## config.mk

```make
export PLATFORM = sky130hd
export DESIGN_NAME = gc_dualrail_sequencer
export DESIGN_NICKNAME = d
export VERILOG_FILES = /design/src/rtl/gc_dualrail_sequencer_pkg.sv /design/src/rtl/gc_dualrail_sequencer_sync.sv /design/src/rtl/gc_dualrail_sequencer.sv
export SDC_FILE = /design/constraint.sdc
export NUM_CORES = 1
export LEC_CHECK = 0
export CAP_MARGIN = 25
export CORE_UTILIZATION = 55
export CTS_CLUSTER_DIAMETER = 40
export DETAILED_ROUTE_END_ITERATION = 8
export GPL_TIMING_DRIVEN = 0
export PLACE_DENSITY = 0.78
export SLEW_MARGIN = 0
export SYNTH_ARGS = -nofsm -noshare
export SYNTH_HDL_FRONTEND = slang
export SYNTH_SLANG_ARGS = --single-unit
```

## constraint.sdc

```tcl
create_clock -name clk -period 2.4 [get_ports clk]
set_input_delay 0.72 -clock clk [delete_from_list [all_inputs] [get_ports clk]]
set_output_delay 0.72 -clock clk [all_outputs]
set_load 0.005 [all_outputs]
```

## src/rtl/gc_dualrail_sequencer_pkg.sv

```systemverilog
`default_nettype none
// ============================================================================
// Module   : gc_seq_pkg
// Purpose  : Shared types and dual-rail code constants for the gC_imp
//            transaction sequencer and its actuator synchronizer.
// Revision : 1.0 - initial release
// ============================================================================
package gc_seq_pkg;

    // Sequencer states, one per phase of a four-phase dual-rail transaction.
    typedef enum logic [3:0] {
        IDLE           = 4'd0,
        DRIVE_SENSOR   = 4'd1,
        DRIVE_START    = 4'd2,
        WAIT_VALID     = 4'd3,
        RELEASE_SENSOR = 4'd4,
        RELEASE_START  = 4'd5,
        WAIT_NULL      = 4'd6,
        ABORT          = 4'd7,
        RESPOND        = 4'd8
    } seq_state_t;

    // Dual-rail codewords, bit order {rail_1, rail_0}.
    localparam logic [1:0] NULL    = 2'b00;
    localparam logic [1:0] ZERO    = 2'b01;
    localparam logic [1:0] ONE     = 2'b10;
    localparam logic [1:0] ILLEGAL = 2'b11;

    // Single-rail bit to its dual-rail data codeword.
    function automatic logic [1:0] dr_encode(input logic bit_val);
        return bit_val ? ONE : ZERO;
    endfunction

endpackage
`default_nettype wire

```

## src/rtl/gc_dualrail_sequencer_sync.sv

```systemverilog
`default_nettype none
// ============================================================================
// Module   : gc_dualrail_sync
// Purpose  : Multi-flop synchronizer for an asynchronous dual-rail pair plus
//            null / valid / illegal decode of the synchronized codeword.
//            Both rails move through the chain together, so a codeword is
//            always decoded from a single sampling instant.
// Revision : 1.0 - initial release
// ============================================================================
module gc_dualrail_sync
    import gc_seq_pkg::*;
#(
    parameter int SYNC_STAGES = 2
) (
    input  logic clk,
    input  logic reset,
    input  logic i_rail_0,
    input  logic i_rail_1,
    output logic o_is_null,
    output logic o_is_valid,
    output logic o_is_illegal,
    output logic o_value
);

    logic [SYNC_STAGES-1:0][1:0] sync_q;
    logic [SYNC_STAGES-1:0][1:0] sync_d;
    logic [1:0]                  w_code;

    // Shift the raw pair in at stage 0; the oldest sample sits at the top.
    always_comb begin
        sync_d = {sync_q[SYNC_STAGES-2:0], {i_rail_1, i_rail_0}};
    end

    // Synchronizer chain; reset to the null spacer.
    always_ff @(posedge clk) begin
        if (reset) begin
            sync_q <= '0;
        end else begin
            sync_q <= sync_d;
        end
    end

    assign w_code       = sync_q[SYNC_STAGES-1];
    assign o_is_null    = (w_code == NULL);
    assign o_is_valid   = (w_code == ZERO) || (w_code == ONE);
    assign o_is_illegal = (w_code == ILLEGAL);
    assign o_value      = w_code[1];

endmodule
`default_nettype wire

```

## src/rtl/gc_dualrail_sequencer.sv

```systemverilog
`default_nettype none
// ============================================================================
// Module   : gc_dualrail_sequencer
// Purpose  : Sequences one request through the asynchronous dual-rail gC_imp
//            circuit: raises the sensor rail, then the startSignal rail,
//            waits for a valid actuator code, returns both pairs to the null
//            spacer one at a time and reports the result (or an error on
//            timeout / illegal code) over a valid/ready response port.
// Revision : 1.0 - initial release
// ============================================================================
module gc_dualrail_sequencer
    import gc_seq_pkg::*;
#(
    parameter int SETUP_CYCLES   = 4,
    parameter int TIMEOUT_CYCLES = 1024,
    parameter int SYNC_STAGES    = 2
) (
    input  logic clk,
    input  logic reset,
    input  logic req_valid,
    output logic req_ready,
    input  logic req_sensor,
    input  logic req_start,
    output logic rsp_valid,
    input  logic rsp_ready,
    output logic rsp_actuator,
    output logic rsp_error,
    output logic sensor_0,
    output logic sensor_1,
    output logic startSignal_0,
    output logic startSignal_1,
    input  logic actuator_0,
    input  logic actuator_1,
    output logic busy
);

    localparam int                   c_tmo_w     = $clog2(TIMEOUT_CYCLES + 1);
    localparam int                   c_setup_w   = $clog2(SETUP_CYCLES + 1);
    localparam logic [c_tmo_w-1:0]   c_tmo_max   = c_tmo_w'(TIMEOUT_CYCLES);
    localparam logic [c_tmo_w-1:0]   c_tmo_one   = c_tmo_w'(1);
    localparam logic [c_setup_w-1:0] c_setup_max = c_setup_w'(SETUP_CYCLES);
    localparam logic [c_setup_w-1:0] c_setup_one = c_setup_w'(1);

    seq_state_t           state_q, state_d;
    logic                 start_bit_q, start_bit_d;
    logic [1:0]           sensor_rail_q, sensor_rail_d;
    logic [1:0]           start_rail_q, start_rail_d;
    logic [c_setup_w-1:0] setup_cnt_q, setup_cnt_d;
    logic [c_tmo_w-1:0]   tmo_cnt_q, tmo_cnt_d;
    logic                 result_q, result_d;
    logic                 error_q, error_d;
    logic                 req_ready_q, req_ready_d;
    logic                 rsp_valid_q, rsp_valid_d;
    logic                 rsp_actuator_q, rsp_actuator_d;
    logic                 rsp_error_q, rsp_error_d;
    logic                 busy_q, busy_d;

    logic                 a_null, a_valid, a_illegal, a_value;
    logic [c_setup_w-1:0] w_setup_inc;
    logic [c_tmo_w-1:0]   w_tmo_inc;

    gc_dualrail_sync #(
        .SYNC_STAGES (SYNC_STAGES)
    ) u_act_sync (
        .clk          (clk),
        .reset        (reset),
        .i_rail_0     (actuator_0),
        .i_rail_1     (actuator_1),
        .o_is_null    (a_null),
        .o_is_valid   (a_valid),
        .o_is_illegal (a_illegal),
        .o_value      (a_value)
    );

    // Both counters saturate at their limit instead of wrapping.
    assign w_setup_inc = (setup_cnt_q == c_setup_max) ? setup_cnt_q : setup_cnt_q + 1'b1;
    assign w_tmo_inc   = (tmo_cnt_q == c_tmo_max) ? tmo_cnt_q : tmo_cnt_q + 1'b1;

    // Next-state and next-output logic; every registered output is computed here.
    always_comb begin
        state_d        = state_q;
        start_bit_d    = start_bit_q;
        sensor_rail_d  = sensor_rail_q;
        start_rail_d   = start_rail_q;
        setup_cnt_d    = setup_cnt_q;
        tmo_cnt_d      = tmo_cnt_q;
        result_d       = result_q;
        error_d        = error_q;
        rsp_valid_d    = rsp_valid_q;
        rsp_actuator_d = rsp_actuator_q;
        rsp_error_d    = rsp_error_q;

        case (state_q)
            IDLE: begin
                // req_ready_q already implies the actuator was null last
                // cycle; honouring it keeps the handshake the requester saw.
                if (req_valid && req_ready_q) begin
                    start_bit_d   = req_start;
                    sensor_rail_d = dr_encode(req_sensor);
                    setup_cnt_d   = c_setup_one;
                    state_d       = DRIVE_SENSOR;
                end
            end
            DRIVE_SENSOR: begin
                if (setup_cnt_q == c_setup_max) begin
                    start_rail_d = dr_encode(start_bit_q);
                    tmo_cnt_d    = c_tmo_one;
                    state_d      = DRIVE_START;
                end else begin
                    setup_cnt_d = w_setup_inc;
                end
            end
            DRIVE_START: begin
                tmo_cnt_d = w_tmo_inc;
                state_d   = WAIT_VALID;
            end
            WAIT_VALID: begin
                if (a_valid) begin
                    result_d      = a_value;
                    sensor_rail_d = NULL;
                    setup_cnt_d   = c_setup_one;
                    state_d       = RELEASE_SENSOR;
                end else if (a_illegal || (tmo_cnt_q == c_tmo_max)) begin
                    error_d       = 1'b1;
                    sensor_rail_d = NULL;
                    start_rail_d  = NULL;
                    state_d       = ABORT;
                end else begin
                    tmo_cnt_d = w_tmo_inc;
                end
            end
            RELEASE_SENSOR: begin
                if (setup_cnt_q == c_setup_max) begin
                    start_rail_d = NULL;
                    tmo_cnt_d    = c_tmo_one;
                    state_d      = RELEASE_START;
                end else begin
                    setup_cnt_d = w_setup_inc;
                end
            end
            RELEASE_START: begin
                tmo_cnt_d = w_tmo_inc;
                state_d   = WAIT_NULL;
            end
            WAIT_NULL: begin
                if (a_null) begin
                    rsp_valid_d    = 1'b1;
                    rsp_actuator_d = result_q & ~error_q;
                    rsp_error_d    = error_q;
                    state_d        = RESPOND;
                end else if (tmo_cnt_q == c_tmo_max) begin
                    error_d       = 1'b1;
                    sensor_rail_d = NULL;
                    start_rail_d  = NULL;
                    state_d       = ABORT;
                end else begin
                    tmo_cnt_d = w_tmo_inc;
                end
            end
            ABORT: begin
                // No timeout here: the circuit must settle before reuse.
                if (a_null) begin
                    rsp_valid_d    = 1'b1;
                    rsp_actuator_d = result_q & ~error_q;
                    rsp_error_d    = error_q;
                    state_d        = RESPOND;
                end
            end
            RESPOND: begin
                if (rsp_ready) begin
                    rsp_valid_d    = 1'b0;
                    rsp_actuator_d = 1'b0;
                    rsp_error_d    = 1'b0;
                    error_d        = 1'b0;
                    result_d       = 1'b0;
                    state_d        = IDLE;
                end
            end
            default: begin
                sensor_rail_d = NULL;
                start_rail_d  = NULL;
                state_d       = IDLE;
            end
        endcase

        // Ready only in IDLE with a settled circuit; never in the handshake
        // cycle itself, so a response and a new accept cannot overlap.
        req_ready_d = (state_d == IDLE) && a_null;
        busy_d      = (state_d != IDLE);
    end

    // State and output registers with synchronous reset to the null spacer.
    always_ff @(posedge clk) begin
        if (reset) begin
            state_q        <= IDLE;
            start_bit_q    <= 1'b0;
            sensor_rail_q  <= NULL;
            start_rail_q   <= NULL;
            setup_cnt_q    <= '0;
            tmo_cnt_q      <= '0;
            result_q       <= 1'b0;
            error_q        <= 1'b0;
            req_ready_q    <= 1'b0;
            rsp_valid_q    <= 1'b0;
            rsp_actuator_q <= 1'b0;
            rsp_error_q    <= 1'b0;
            busy_q         <= 1'b0;
        end else begin
            state_q        <= state_d;
            start_bit_q    <= start_bit_d;
            sensor_rail_q  <= sensor_rail_d;
            start_rail_q   <= start_rail_d;
            setup_cnt_q    <= setup_cnt_d;
            tmo_cnt_q      <= tmo_cnt_d;
            result_q       <= result_d;
            error_q        <= error_d;
            req_ready_q    <= req_ready_d;
            rsp_valid_q    <= rsp_valid_d;
            rsp_actuator_q <= rsp_actuator_d;
            rsp_error_q    <= rsp_error_d;
            busy_q         <= busy_d;
        end
    end

    assign req_ready     = req_ready_q;
    assign rsp_valid     = rsp_valid_q;
    assign rsp_actuator  = rsp_actuator_q;
    assign rsp_error     = rsp_error_q;
    assign sensor_0      = sensor_rail_q[0];
    assign sensor_1      = sensor_rail_q[1];
    assign startSignal_0 = start_rail_q[0];
    assign startSignal_1 = start_rail_q[1];
    assign busy          = busy_q;

endmodule
`default_nettype wire

```

# == Word level (Yosys, flattened, before mapping) ==
# Index checks and enable logic that the tools add are counted.
# totals
reg_bits,34
input_bits,8
out_inout_bits,9
wordCells,122
# op_classes
add_sub_neg,2
n_eq_ne,28
mux,47
bitwise,4
n_reduce_logical,26
# ops
cell,n
$mux W11,6
$pmux W11 S4,1
$mux W4,9
$pmux W4 S9,1
$ne A2 B2 Y1 const B,12
$mux W2,10
$eq A4 B3 Y1 const B,4
$reduce_and A6 Y1,2
$add A11 B1 Y11 const B,1
$eq A11 B11 Y1 const B,1
$pmux W2 S5,1
$mux W1,9
$mux W3,3
$pmux W3 S3,1
$eq A4 B2 Y1 const B,2
$logic_not A4 Y1,2
$pmux W1 S2,4
$pmux W2 S4,1
$reduce_bool A4 Y1,2
$reduce_and A7 Y1,1
$reduce_and A3 Y1,2
$reduce_bool A3 Y1,2
$reduce_or A2 Y1,3
$reduce_or A6 Y1,1
other kinds (19),26

# == Longest topological paths before layout ==
# logic_depth
depth_word,7
ltp_mapped,9
depth_no_buf,7

# == Cells and area by module ==
# Synthesis repeated with hierarchy kept, for this count alone.
# hier_totals
cells_unflattened,225
area_unflattened_um2,1915.6
# by_module_without_submodules
module,instances,cells_per_inst,area_each_um2,seq_area_each_um2
gc_dualrail_sequencer,1,213,1778.0,600.6
gc_dualrail_sync,1,12,137.6,80.1

# == Least setup slack after synthesis ==
# No wires, ideal clock.
# synth_timing
path_kind,register to register
from,"register u_act_sync.sync_q, in the netlist u_act_sync.w_code[1]"
to,register tmo_cnt_q[2]
setup_time_ns,0.070
arrival_time_ns,1.975
required_time_ns,2.330
path_slack_ns,0.355
path_stages_with_launch,9
path_buffers,1
period_less_slack_ns,2.045
path_cell_list,dfxtp_1 inv_1 ha_1 o211a_1 nor3_2 nand2_1 clkbuf_1 or4_1 a21oi_1
# synth_between
elab_chain_len,4
word_cells_on_any_way,10
classes_between,6 x eq/ne; 4 x reduce/logical
# synth_lines
element,line_no,rtl
from (decl),gc_dualrail_sequencer_sync.sv:25,logic [SYNC_STAGES-1:0][1:0] sync_q;
from (signal assigned),gc_dualrail_sequencer_sync.sv:39,sync_q <= sync_d;
$eq A2 B2 Y1 (tied with other cells),gc_dualrail_sequencer_sync.sv:46,assign o_is_illegal = (w_code == ILLEGAL);
$logic_or A1 B1 Y1 (on tied branches),"gc_dualrail_sequencer.sv:123, gc_dualrail_sequencer_sync.sv:45",
$ne A2 B2 Y1 (no source line),-,
$reduce_and A6 Y1 (no source line) *,-,
to (signal assigned),gc_dualrail_sequencer.sv:214,tmo_cnt_q <= tmo_cnt_d;
to (decl),gc_dualrail_sequencer.sv:49,"logic [c_tmo_w-1:0] tmo_cnt_q, tmo_cnt_d;"
# Mark *: on every way between the ends. The rest lies on a longest branch, timed or not.
# A chain may end at the register's enable or synchronous reset.

# == Final worst setup path ==
# Same ends and word-level chain as after synthesis.

==> flow_metrics.py <==
metrics = {
    "outcome": {
        "status": "complete, no violations",
    },
    "grt": {
        "grt_pass1_vias": 1594,
        "grt_use_total_pct": 26.0,
        "antenna_found_initial": 0,
        "gr-total-overflow": 0,
        "grt_max_degree": 11,
        "grt_first_pass_wirelength_um": 7130,
    },
    "drt": {
        "post-route-drc-count": 0,
        "routed.top_layer": "met4",
        "first_pass_iters": 4,
        "drtIter0Drc": 111,
        "met1_length_um": 2050,
        "dr_wl_met2_um": 2050,
        "route.vias.total": 1819,
        "wire_per_inst_um": 14.3,
        "met3_length_um": 220,
        "viasPerCell": 5.91,
        "wl_um": 4400,
        "drtAntennaViolNets": 0,
    },
    "floorplan": {
        "core-area_um2": 3360,
        "die_w_um": 61.6,
        "initial_core_util_pct": 58.0,
        "die_area_um2": 3790,
        "die_h_um": 61.6,
        "ios": 17,
        "rows": 21,
    },
    "yosys": {
        "synth_simple_gate_area_share_pct": 31.5,
        "synth_nets": 254,
        "yosys.area_share.xor_xnor_pct": 0.449,
        "synth_fa_ha_area_share_pct": 3.85,
        "yosys-top-cells-area": "dfxtp_1, a21oi_1, nand2_1, ha_1, nand3_1",
        "synth_warnings": 0,
        "synth_seq_cells": 34,
        "synth_top_area_share_pct": 34.9,
        "ys.flop_type": "dfxtp_1",
        "synth-compound-area-share_pct": 20.3,
        "synth_edf_count": 0,
        "synthDistinctLibCells": 49,
        "synth.avg_cell_area_um2": 8.13,
        "muxShareOfSynthArea_pct": 3.08,
        "synth_area_leader_cell": "dfxtp_1",
        "async_flop_share_pct": 0,
        "synth_top_family_by_area": "simple AND/OR/NAND/NOR gates",
        "netlist_area_um2": 1950,
        "syn_inst": 240,
        "ys_seq_area_share_pct": 34.9,
    },
    "worst_setup_path": {
        "critical-path-top-delay-family": "simple AND/OR/NAND/NOR gates",
        "critPathRequiredTime_ps": 2680,
        "critPathSlowestCell": "or4_1",
        "worstPathArrival_ps": 2510,
        "critPathMaxStageDelay_ps": 410,
        "crit_fanout": 10,
        "crit_buf_inv": 2,
        "crit_type": "flip-flop to flip-flop",
        "path_cells": "inv_1 > ha_2 > o211a_1 > nor3_2 > nand2_2 > clkbuf_4 > or4_1 > a21oi_1",
        "startpoint_type": "flip-flop",
        "worstSetupEndpointType": "flip-flop",
    },
    "sta": {
        "holdWs_ps": 459,
        "max_freq_ghz": 0.448,
        "setup_viol": 0,
        "fin_tns_setup_ps": 0,
        "post-route-period-util_pct": 93.0,
        "grt_setup_unrepaired": "no",
        "tightest_slew_ps": 528,
        "hold_violations": 0,
        "worst_clock_skew_ps": 13.6,
        "slew_headroom_pct": 64.7,
        "min_period_ps": 2230,
        "slew_viol_final": 0,
    },
    "cells_and_area": {
        "final_util_pct": 66.5,
        "n_antenna_cell": 0,
        "nets": 275,
        "syn2layout_area_growth_pct": 14.6,
        "fin_area_um2": 2240,
        "n_fill_cell": 323,
        "final_cell_mix": "dfxtp_1, nand2_1, a21oi_1",
        "drive_gt1_share_pct": 10.3,
        "final_common_cell": "dfxtp_1",
    },
    "power_and_ir_drop": {
        "vdd.ir_drop.worst_mv": 0.344,
        "p_per_area_nw_per_um2": 482,
        "cellLeakagePower_nw": 0.807,
        "power.total_mw": 1.08,
    },
    "cts": {
        "insertion_delay_ps": 350,
        "ctsHoldBuffers": 0,
        "numCtsBuffers": 5,
        "ctsResizeCount": 1,
        "root_buffer": "clkbuf_4",
        "htree_num_levels": 2,
        "post_cts_buffers": 0,
        "cts_tree": "yes",
        "clock_path_buffers": 2,
        "clkSinkCount": 34,
        "clk_pin_slew_ps": 100,
    },
    "placement": {
        "hpwlAfterDp_um": 3210,
        "placed_area_um2": 2160,
        "gp_congestion": 0.924,
        "portBuffers": 15,
    },
    "min_path": {
        "hold_path.class": "flip-flop to flip-flop",
    },
    "flow_run": {
        "drv_cap": 0,
    },
}
-- synthesized netlist by cell type (all sizes together), types with 3 or more instances --
cell type	instances
a21oi	19
a31oi	4
and3	5
buf	6
clkbuf	9
dfxtp	34
ha	6
inv	13
mux2i	6
nand2	22
nand2b	4
nand3	14
nand3b	3
nor2	15
nor2b	9
nor3	8
nor4	6
o211ai	3
o21a	3
o21ai	5
o221ai	3
o31ai	5
or2	5
or4	9
-- cell families (layout without fill, tap and decap cells) --
logic type,Yosys count,count (layout)
AO/OA/AOI/OAI,57,57
XOR/XNOR,1,1
adder cells (fa/ha/maj),6,6
buffers and inverters,28,50
flip-flops,34,34
multiplexers,6,6
AND/OR/NAND/NOR,108,108
-- per-layer routing --
metal / vias to the layer above / GRT usage, %
li1: 920 / -
met5: - / 0
met3: 8 / 5.67
met1: 837 / 35.3
met4: 0 / 9.52
met2: 54 / 40.7
-- state kept, by name (all words and copies together) (netlist names) --
name               flops
busy                   1
error_q                1
req_ready              1
result_q               1
rsp_actuator           1
rsp_error              1
rsp_valid              1
sensor_rail_q          2
setup_cnt_q            3
start_bit_q            1
start_rail_q           2
state_q                4
tmo_cnt_q             11
u_act_sync.sync_d      2
u_act_sync.w_code      2
-- worst register-to-register path: stages (launching register included) --
cell and delay, ps:
dfxtp_1 400, inv_1 70, ha_2 340, o211a_1 260, nor3_2 200, nand2_2 130
clkbuf_4 220, or4_1 410, a21oi_1 150
-- metrics by stage --
| stage | setup slack [ps] | std cells |
|---|---|---|
| 2_1_floorplan | 355 | 240 |
| 3_3_place_gp | 38.7 | 301 |
| 3_5_place_dp | 28.7 | 301 |
| 4_1_cts | 52.5 | 309 |
| 5_1_grt | 16.6 | 308 |
| 6_report | 167 | 308 |
-- area by class of cell --
cell class              count  area (µm²)  share of cell area [%]
well taps                  46        57.6                    2.57
repair buffers             15         150                    6.71
clock inverters             1        5.00                   0.224
plain buffers              14        68.8                    3.08
inverters                  13        48.8                    2.18
multi-input cells         178        1170                    52.3
clock buffers               7        55.1                    2.46
flip-flops and latches     34         681                    30.4
-- final timing paths --
| kind | start | depth (start not counted) | slack (ps) | end |
|---|---|---|---|---|
| worst max-delay path | u_act_sync.w_code[1] | 8 | 170 | tmo_cnt_q[2] |
| worst min-delay path | u_act_sync.sync_d[2] | 1 | 460 | u_act_sync.w_code[0] |
| worst max register to register | u_act_sync.w_code[1] | 8 | 170 | tmo_cnt_q[2] |
| worst min register to register | u_act_sync.sync_d[2] | 1 | 460 | u_act_sync.w_code[0] |
-- report_power, final --
part / switching (mW) / internal, mW
clock network: 0.192 / 0.142
registers: 0.00937 / 0.579
logic: 0.0890 / 0.0663
Note: power is estimated with default switching activity, not from simulation.
